## src/rtl/ascon_host_pkg.sv

```systemverilog
// Shared types and defaults for the host-side bridge to the bit-serial Ascon wrapper.
package ascon_host_pkg;

    typedef enum logic [2:0] {
        IDLE,
        CRST,
        SHIFT,
        GAP,
        START,
        WAIT,
        CAPTURE,
        DONE
    } state_t;

    localparam int KEY_BITS   = 128;
    localparam int NONCE_BITS = 128;
    localparam int AD_BITS    = 40;
    localparam int DATA_BITS  = 104;
    localparam int TAG_BITS   = 128;

    localparam int CRST_CYCLES = 2;

    function automatic int max2(input int a, input int b);
        return (a > b) ? a : b;
    endfunction

endpackage

```

## src/rtl/ascon_serial_host_if.sv

```systemverilog
// Parallel job interface between the register/bus front end (master) and the serial host (slave).
interface ascon_serial_host_if
    import ascon_host_pkg::*;
#(
    parameter int K = KEY_BITS,
    parameter int N = NONCE_BITS,
    parameter int L = AD_BITS,
    parameter int Y = DATA_BITS,
    parameter int T = TAG_BITS
) ();

    logic         start;
    logic         decrypt;
    logic [K-1:0] key_in;
    logic [N-1:0] nonce_in;
    logic [L-1:0] ad_in;
    logic [Y-1:0] data_in;
    logic         busy;
    logic         done;
    logic         error;
    logic [Y-1:0] result_data;
    logic [T-1:0] result_tag;

    modport master (
        output start, decrypt, key_in, nonce_in, ad_in, data_in,
        input  busy, done, error, result_data, result_tag
    );

    modport slave (
        input  start, decrypt, key_in, nonce_in, ad_in, data_in,
        output busy, done, error, result_data, result_tag
    );

endinterface

```

## src/rtl/ascon_piso.sv

```systemverilog
// MSB-first parallel-load shift register; zeros shift in behind the field so
// short fields read as 0 once exhausted.
module ascon_piso #(
    parameter int W = 8
) (
    input  logic         clk,
    input  logic         rst,
    input  logic         load,
    input  logic         shift,
    input  logic         out_en,
    input  logic [W-1:0] din,
    output logic         so
);

    logic [W-1:0] sr_reg;

    always_ff @(posedge clk or negedge rst) begin
        if (!rst) begin
            sr_reg <= '0;
        end else if (load) begin
            sr_reg <= din;
        end else if (shift) begin
            sr_reg <= sr_reg << 1;
        end
    end

    assign so = out_en & sr_reg[W-1];

endmodule

```

## src/rtl/ascon_serial_host.sv

```systemverilog
// Host bridge: resets the serial Ascon wrapper, streams key/nonce/AD/data MSB-first,
// pulses start, then deserialises the LSB-first data and tag streams.
module ascon_serial_host
    import ascon_host_pkg::*;
#(
    parameter int K       = KEY_BITS,
    parameter int N       = NONCE_BITS,
    parameter int L       = AD_BITS,
    parameter int Y       = DATA_BITS,
    parameter int T       = TAG_BITS,
    parameter int TIMEOUT = 4096
) (
    input  logic                clk,
    input  logic                rst,
    ascon_serial_host_if.slave  bus,
    output logic                core_rst_so,
    output logic                key_so,
    output logic                nonce_so,
    output logic                ad_so,
    output logic                data_so,
    output logic                start_so,
    output logic                decrypt_so,
    input  logic                data_si,
    input  logic                tag_si,
    input  logic                core_ready_si
);

    localparam int M  = max2(max2(K, N), max2(L, Y));
    localparam int C  = max2(Y, T);
    localparam int CW = $clog2(max2(max2(M, C), TIMEOUT) + 1);

    state_t         state_reg, state_next;
    logic [CW-1:0]  cnt_reg, cnt_next;
    logic           error_reg, error_next;
    logic           decrypt_reg;
    logic           core_rst_reg;
    logic [Y-1:0]   result_data_reg;
    logic [T-1:0]   result_tag_reg;
    logic [Y-1:0]   data_hit;
    logic [T-1:0]   tag_hit;
    logic           accept;
    logic           shift_en;
    logic           cap_en;
    logic           busy;
    logic           done;
    logic           start_pulse;

    assign accept = (state_reg == IDLE) && bus.start;

    always_comb begin
        state_next  = state_reg;
        cnt_next    = cnt_reg;
        error_next  = error_reg;
        shift_en    = 1'b0;
        cap_en      = 1'b0;
        busy        = 1'b0;
        done        = 1'b0;
        start_pulse = 1'b0;
        case (state_reg)
            IDLE: begin
                if (bus.start) begin
                    state_next = CRST;
                    cnt_next   = '0;
                    error_next = 1'b0;
                end
            end
            CRST: begin
                busy = 1'b1;
                if (cnt_reg == CW'(CRST_CYCLES - 1)) begin
                    state_next = SHIFT;
                    cnt_next   = '0;
                end else begin
                    cnt_next = cnt_reg + 1'b1;
                end
            end
            SHIFT: begin
                busy     = 1'b1;
                shift_en = 1'b1;
                if (cnt_reg == CW'(M - 1)) begin
                    state_next = GAP;
                    cnt_next   = '0;
                end else begin
                    cnt_next = cnt_reg + 1'b1;
                end
            end
            GAP: begin
                busy       = 1'b1;
                state_next = START;
            end
            START: begin
                busy        = 1'b1;
                start_pulse = 1'b1;
                state_next  = WAIT;
                cnt_next    = '0;
            end
            WAIT: begin
                busy = 1'b1;
                // Ready wins over the timeout on the final WAIT cycle.
                if (core_ready_si) begin
                    state_next = CAPTURE;
                    cnt_next   = '0;
                end else if (cnt_reg == CW'(TIMEOUT - 1)) begin
                    state_next = DONE;
                    error_next = 1'b1;
                end else begin
                    cnt_next = cnt_reg + 1'b1;
                end
            end
            CAPTURE: begin
                busy = 1'b1;
                if (!core_ready_si) begin
                    state_next = DONE;
                    error_next = 1'b1;
                end else begin
                    cap_en = 1'b1;
                    if (cnt_reg == CW'(C - 1)) begin
                        state_next = DONE;
                    end else begin
                        cnt_next = cnt_reg + 1'b1;
                    end
                end
            end
            DONE: begin
                done       = 1'b1;
                state_next = IDLE;
            end
            default: begin
                state_next = IDLE;
            end
        endcase
    end

    always_ff @(posedge clk or negedge rst) begin
        if (!rst) begin
            state_reg    <= IDLE;
            cnt_reg      <= '0;
            error_reg    <= 1'b0;
            decrypt_reg  <= 1'b0;
            core_rst_reg <= 1'b1;
        end else begin
            state_reg    <= state_next;
            cnt_reg      <= cnt_next;
            error_reg    <= error_next;
            core_rst_reg <= (state_next == CRST);
            if (accept) begin
                decrypt_reg <= bus.decrypt;
            end
        end
    end

    // One-hot bit select for the current capture index m.
    genvar gi;
    generate
        for (gi = 0; gi < Y; gi++) begin : g_data_hit
            assign data_hit[gi] = cap_en && (cnt_reg == CW'(gi));
        end
        for (gi = 0; gi < T; gi++) begin : g_tag_hit
            assign tag_hit[gi] = cap_en && (cnt_reg == CW'(gi));
        end
    endgenerate

    always_ff @(posedge clk or negedge rst) begin
        if (!rst) begin
            result_data_reg <= '0;
            result_tag_reg  <= '0;
        end else if (accept) begin
            result_data_reg <= '0;
            result_tag_reg  <= '0;
        end else begin
            result_data_reg <= (result_data_reg & ~data_hit) | ({Y{data_si}} & data_hit);
            result_tag_reg  <= (result_tag_reg & ~tag_hit) | ({T{tag_si}} & tag_hit);
        end
    end

    ascon_piso #(.W(K)) u_key_piso (
        .clk(clk), .rst(rst), .load(accept), .shift(shift_en),
        .out_en(state_reg == SHIFT), .din(bus.key_in), .so(key_so)
    );

    ascon_piso #(.W(N)) u_nonce_piso (
        .clk(clk), .rst(rst), .load(accept), .shift(shift_en),
        .out_en(state_reg == SHIFT), .din(bus.nonce_in), .so(nonce_so)
    );

    ascon_piso #(.W(L)) u_ad_piso (
        .clk(clk), .rst(rst), .load(accept), .shift(shift_en),
        .out_en(state_reg == SHIFT), .din(bus.ad_in), .so(ad_so)
    );

    ascon_piso #(.W(Y)) u_data_piso (
        .clk(clk), .rst(rst), .load(accept), .shift(shift_en),
        .out_en(state_reg == SHIFT), .din(bus.data_in), .so(data_so)
    );

    assign core_rst_so     = core_rst_reg;
    assign start_so        = start_pulse;
    assign decrypt_so      = decrypt_reg & busy;
    assign bus.busy        = busy;
    assign bus.done        = done;
    assign bus.error       = error_reg;
    assign bus.result_data = result_data_reg;
    assign bus.result_tag  = result_tag_reg;

endmodule

```

## src/flat_wrapper.sv

```systemverilog
// flat-port wrapper written by rule: the top's interface ports become plain ports
module ascon_serial_host_flat import ascon_host_pkg::*;
#(
    parameter int K       = KEY_BITS,
    parameter int N       = NONCE_BITS,
    parameter int L       = AD_BITS,
    parameter int Y       = DATA_BITS,
    parameter int T       = TAG_BITS,
    parameter int TIMEOUT = 4096
)
  (clk, rst, core_rst_so, key_so, nonce_so, ad_so, data_so, start_so, decrypt_so, data_si, tag_si, core_ready_si, bus_start, bus_decrypt, bus_key_in, bus_nonce_in, bus_ad_in, bus_data_in, bus_busy, bus_done, bus_error, bus_result_data, bus_result_tag);
  ascon_serial_host_if #(.K(K), .N(N), .L(L), .Y(Y), .T(T)) bus_i ();
  input  logic clk;
  input  logic rst;
  output logic core_rst_so;
  output logic key_so;
  output logic nonce_so;
  output logic ad_so;
  output logic data_so;
  output logic start_so;
  output logic decrypt_so;
  input  logic data_si;
  input  logic tag_si;
  input  logic core_ready_si;
  input wire logic [$bits(bus_i.start)-1:0] bus_start;
  input wire logic [$bits(bus_i.decrypt)-1:0] bus_decrypt;
  input wire logic [$bits(bus_i.key_in)-1:0] bus_key_in;
  input wire logic [$bits(bus_i.nonce_in)-1:0] bus_nonce_in;
  input wire logic [$bits(bus_i.ad_in)-1:0] bus_ad_in;
  input wire logic [$bits(bus_i.data_in)-1:0] bus_data_in;
  output wire logic [$bits(bus_i.busy)-1:0] bus_busy;
  output wire logic [$bits(bus_i.done)-1:0] bus_done;
  output wire logic [$bits(bus_i.error)-1:0] bus_error;
  output wire logic [$bits(bus_i.result_data)-1:0] bus_result_data;
  output wire logic [$bits(bus_i.result_tag)-1:0] bus_result_tag;
  assign bus_i.start = bus_start;
  assign bus_i.decrypt = bus_decrypt;
  assign bus_i.key_in = bus_key_in;
  assign bus_i.nonce_in = bus_nonce_in;
  assign bus_i.ad_in = bus_ad_in;
  assign bus_i.data_in = bus_data_in;
  assign bus_busy = bus_i.busy;
  assign bus_done = bus_i.done;
  assign bus_error = bus_i.error;
  assign bus_result_data = bus_i.result_data;
  assign bus_result_tag = bus_i.result_tag;
  ascon_serial_host #(.K(K), .N(N), .L(L), .Y(Y), .T(T), .TIMEOUT(TIMEOUT)) u_core (.clk(clk), .rst(rst), .bus(bus_i), .core_rst_so(core_rst_so), .key_so(key_so), .nonce_so(nonce_so), .ad_so(ad_so), .data_so(data_so), .start_so(start_so), .decrypt_so(decrypt_so), .data_si(data_si), .tag_si(tag_si), .core_ready_si(core_ready_si));
endmodule
```

## config.mk

```make
export PLATFORM = sky130hd
export DESIGN_NAME = ascon_serial_host_flat
export DESIGN_NICKNAME = d
export VERILOG_FILES = /design/src/rtl/ascon_host_pkg.sv /design/src/rtl/ascon_serial_host_if.sv /design/src/rtl/ascon_piso.sv /design/src/rtl/ascon_serial_host.sv /design/src/flat_wrapper.sv
export SDC_FILE = /design/constraint.sdc
export NUM_CORES = 2
export LEC_CHECK = 0
export BUFFER_PORTS_ARGS = -buffer_cell sky130_fd_sc_hd__buf_4
export CAP_MARGIN = 30
export CORE_ASPECT_RATIO = 0.75
export CORE_MARGIN = 2
export CORE_UTILIZATION = 50
export DETAILED_ROUTE_END_ITERATION = 10
export GPL_TIMING_DRIVEN = 0
export MAX_ROUTING_LAYER = met4
export PLACE_DENSITY = 0.85
export SYNTH_ARGS = -nofsm -noshare
export SYNTH_HDL_FRONTEND = slang
export SYNTH_SLANG_ARGS = --single-unit
```

## constraint.sdc

```tcl
create_clock -name clk -period 3.1 [get_ports clk]
set_clock_uncertainty 0.2 [all_clocks]
set_input_delay 0.31 -clock clk [delete_from_list [all_inputs] [get_ports clk]]
set_output_delay 0.31 -clock clk [all_outputs]
set_load 0.1 [all_outputs]
```

==> flow_summary_export.csv, run 1 <==
group,metric,value,unit
yosys,yosys_warnings,0,
yosys,synth_area_leaders,"dfrtp_1, nand2_1, a31oi_1, nor2_1, mux2i_1",
yosys,yosysTopAreaCellShare,56.2,%
floorplanning,fp-row-count,76,
yosys,synth_nets,3678,
yosys,synth-seq-cells,651,
sta,crit_endpoint,"u_core.bus.result_tag[33]$_DFF_PN0_/D",
floorplanning,die_w,282,µm
clock_tree,cts_setup_buffers,0,
yosys,syn_inst,3262,
yosys,synthArstFlopShare,100,%
placement,numPortBuffers,648,
global_route,grtUsageTotal,45.4,%
yosys,avgSynthCellArea,8.87,µm²
clock_tree,clkSinkCount,651,
placement,hpwl,72.1,mm
clock_tree,clk_path_buf_depth,3,
floorplanning,ioPinCount,649,
yosys,synth_edf_count,0,
yosys,seq_area_frac_synth,56.3,%
global_route,grt_max_degree,117,
global_route,grt_overflow,8,
placement,place_congestion,0.967,
yosys,yosysUniqueCellTypes,48,
floorplanning,die_h,212,µm
global_route,antenna_found_initial,34,
clock_tree,numCtsBuffers,61,
clock_tree,cts_root_buffer,"clkbuf_16",
sta,worst-endpoint-pin-kind,"register data pin",
yosys,synth-main-ff-cell,"dfrtp_1",
status,toolErrorMsg,"[ERROR GRT-0232] Routing congestion too high. Check the congestion heatmap in the GUI.",
clock_tree,h-tree-depth,2,
status,haltStage,"5_1_grt",
status,status,"did not finish",
yosys,yosys.area.top_type,"dfrtp_1",
yosys,synth.cell_area,28900,µm²
floorplanning,start_util,50.5,%
per-stage QoR:
step                      util [%]  cells  area (µm²)  setup slack (ps)
after floorplan                  -   3262       29000               233
after global placement        60.7   4690       34800             -5690
after detailed placement      61.0   4698       35000              -760
after CTS                     71.9   5215       41200              -203
layer usage:
metal | GRT overflow | global-route usage, %
met5 | - | -
met4 | 1 | 32.5
met3 | 0 | 20.9
met2 | 7 | 61.6
met1 | 0 | 53.0
kinds of logic after synthesis:
kind of cell,count (synthesis),synth area share (%)
compound gates,525,11.6
fa+ha+maj,9,0.389
buf+inv,274,3.61
flops,651,56.3
mux,159,5.50
simple gates,1644,22.6
synth_stat cells, types with 2 or more instances:
| cell type | number |
|---|---|
| or3_1 | 4 |
| a22o_1 | 2 |
| inv_1 | 11 |
| nor4_2 | 2 |
| nand4_1 | 29 |
| o22ai_1 | 3 |
| and2_1 | 14 |
| or3b_2 | 2 |
| nor3_1 | 4 |
| or2_2 | 3 |
| nand3_1 | 61 |
| nor4_1 | 4 |
| o21ai_0 | 44 |
| buf_2 | 8 |
| ha_1 | 9 |
| a211oi_1 | 3 |
| nor2_1 | 507 |
| nand2_1 | 984 |
| a221o_1 | 9 |
| o31ai_1 | 23 |
| dfrtp_1 | 650 |
| a211o_1 | 2 |
| a21oi_1 | 5 |
| a31o_2 | 12 |
| clkbuf_1 | 241 |
| and3_1 | 12 |
| nor2b_1 | 6 |
| nor3b_1 | 2 |
| a31oi_1 | 396 |
| buf_1 | 13 |
| and4_1 | 2 |
| mux2i_1 | 158 |
| o211ai_1 | 22 |
what timing repair did:
item | 4_1_cts
hold endpoints to repair | 486
gates resized for setup | 46
hold buffers | 407
endpoints found under the setup margin | 631
==> run 2: changes to the inputs <==
--- a/config.mk
+++ b/config.mk
@@ -7,13 +7,11 @@
 export LEC_CHECK = 0
 export BUFFER_PORTS_ARGS = -buffer_cell sky130_fd_sc_hd__buf_4
 export CAP_MARGIN = 30
-export CORE_ASPECT_RATIO = 0.75
 export CORE_MARGIN = 2
-export CORE_UTILIZATION = 50
+export CORE_UTILIZATION = 35
 export DETAILED_ROUTE_END_ITERATION = 10
 export GPL_TIMING_DRIVEN = 0
-export MAX_ROUTING_LAYER = met4
-export PLACE_DENSITY = 0.85
+export PLACE_DENSITY_LB_ADDON = 0.15
 export SYNTH_ARGS = -nofsm -noshare
 export SYNTH_HDL_FRONTEND = slang
 export SYNTH_SLANG_ARGS = --single-unit
==> run 2 against run 1 <==
Compared with the run above: the run now ends clean; synthesized cell count did not move; area after synthesis did not move.
==> flow_summary_export.csv, run 2 <==
group,metric,value,unit
status,status,"finished clean",
global_route,grt_max_degree,113,
yosys,synthArstFlopShare,100,%
placement,numPortBuffers,648,
yosys,synth_commonest_cells,"nand2_1, dfrtp_1, nor2_1",
sta,finalMaxSlewViolations,0,
clock_tree,cts_root_buffer,"clkbuf_16",
critical_path,crit_start,"u_core.state_reg[0]",
detailed_routing,vias_per_cell,5.05,
floorplanning,fp-row-count,105,
yosys,synth_area_leaders,"dfrtp_1, nand2_1, a31oi_1, nor2_1, mux2i_1",
floorplanning,die-area,85000,µm²
detailed_routing,wl_per_cell,19.7,µm
layout,final_net_count,4821,
pwr,ir_drop,0.446,mV
yosys,yosys_warnings,0,
clock_tree,h-tree-depth,3,
detailed_routing,drt-pass1-iter-count,5,
sta,finalSetupViolations,0,
clock_tree,numCtsBuffers,74,
global_route,grt_pass1_wl,167,mm
floorplanning,start_util,35.3,%
critical_path,crit_fanout,10,
critical_path,end_kind,"flip-flop",
clock_tree,clkSinkCount,651,
layout,multi_input_area,11800,µm²
pwr,powerDensity,722,nW/µm²
sta,rsz0062_at_grt,"yes",
yosys,yosysTopAreaCellShare,56.2,%
hold_path,hp-class,"input port to asynchronous set/reset pin",
yosys,synth_nets,3678,
yosys,synth.cell_area,28900,µm²
yosys,seq_area_frac_synth,56.3,%
floorplanning,die_w,292,µm
clock_tree,clk_path_buf_depth,3,
pwr,fin_total_pwr,30.7,mW
layout,n_fill_cell,7596,
sta,min_period,2990,ps
yosys,avgSynthCellArea,8.87,µm²
floorplanning,core_area,82000,µm²
global_route,grtUsageTotal,25.2,%
yosys,synth_edf_count,0,
clock_tree,path_clk_slew,60,ps
detailed_routing,antenna_left,0,
global_route,grt_pass1_vias,28300,
detailed_routing,drt_iter0_drc,2056,
yosys,synth_most_common_cell,"nand2_1",
layout,layout_common_cells,"nand2_1, dfrtp_1, buf_4, nor2_1, dlygate4sd3_1",
critical_path,r2r-start,"u_core.state_reg[0]",
layout,seq_area,16300,µm²
sta,tightest_slew,924,ps
yosys,syn_inst,3262,
sta,max_freq,334,MHz
job,drv_cap,0,
critical_path,crit_required,3430,ps
clock_tree,cts_tree,"done",
sta,whs,29.0,ps
critical_path,critPathKind,"flip-flop to flip-flop",
clock_tree,insertion_delay,610,ps
floorplanning,ioPinCount,649,
critical_path,crit_arrival,3330,ps
pwr,leakagePower,19.6,nW
sta,slew_headroom,37.8,%
layout,area_growth,46.8,%
detailed_routing,drcViolationCount,0,
detailed_routing,vias,28000,
critical_path,start_kind,"flip-flop",
global_route,antenna_found_initial,20,
layout,fin_util,51.8,%
critical_path,rrSetupSlack,110,ps
layout,drive_gt1_share,21.6,%
placement,hpwl,77.2,mm
yosys,yosysUniqueCellTypes,48,
yosys,synth-seq-cells,651,
global_route,grt_overflow,0,
sta,hold_viol,0,
yosys,synth-main-ff-cell,"dfrtp_1",
layout,final_common_cell,"nand2_1",
yosys,yosys.area.top_type,"dfrtp_1",
floorplanning,die_h,292,µm
placement,place_congestion,0.820,
detailed_routing,wirelength,109,mm
sta,fin_crit_sh,96.6,%
run 2: cell counts after synthesis:
Identical to the previous run, type by type.
run 2: worst max-delay path, stage by stage (launching register included):
cell and delay, ps:
dfrtp_2 460, inv_1 130, ha_1 150, buf_2 210, or3b_4 450, nor4_4 290, buf_4 210, nand2_2 250
nor2_1 350, mux2i_1 210
run 2: layer usage:
layer	global-route usage [%]	routed length (µm)	up-vias
met5	0	55	-
met4	8.95	3770	8
met3	6.23	7210	197
met2	41.1	52000	816
met1	32.5	46300	13600
li1	-	-	13300
run 2: kinds of logic after synthesis:
kind of cell	count (synthesis)	synth area share, %
buffers and inverters	274	3.61
AOI/OAI and AO/OA	525	11.6
adders and majority gates	9	0.389
DFF	651	56.3
and+or+nand+nor	1644	22.6
muxes	159	5.50
run 2: repair_timing:
item | in CTS | in global routing
pin swaps | 2 | 1
endpoints found under the setup margin | 631 | 622
gates resized for setup | 83 | 146
hold buffers | 406 | 0
hold endpoints to repair | 511 | 0
buffers inserted | 3 | 0
gates cloned | 0 | 0
run 2: area by class of cell:
type,instances,share of cell area [%]
antenna,18,0.106
sequential,651,38.3
clock buffer,106,5.09
timing repair buffer,1067,21.6
tap,1070,3.15
buffer,263,2.73
clock inverter,24,1.00
inverter,11,0.0972
multi-input combinational,2337,27.8
run 2: where the power goes:
part           switching (mW)  internal [mW]  leakage (nW)  total [mW]
clock                    3.78           5.65          1.28        9.43
combinational            5.69           3.47          10.6        9.16
sequential               1.24           10.9          7.70        12.1
total                    10.7           20.0          19.6        30.7
run 2: metrics by stage:
stage | setup slack [ps] | area [µm²] | setup TNS, ps | cells
finish | 106 | 42500 | 0 | 5547
global route | -53.6 | 42500 | -173 | 5544
CTS | 2.12 | 42200 | 0 | 5529
detailed placement | -576 | 35400 | -201990 | 4990
global placement | -6360 | 35200 | -4465600 | 4980
floorplan | 233 | 29000 | 0 | 3262
run 2: worst paths after layout:
check                                                 end  depth (start not counted)
setup / recovery                u_core.bus.result_tag[36]                          9
hold / removal             u_core.u_nonce_piso.sr_reg[44]                          2
setup reg to reg                u_core.bus.result_tag[36]                          9
hold reg to reg                        u_core.decrypt_reg                          2
max in group asynchronous             u_core.state_reg[0]                          4
min in group clk                       u_core.decrypt_reg                          2
(Power assumes the default switching activity.)
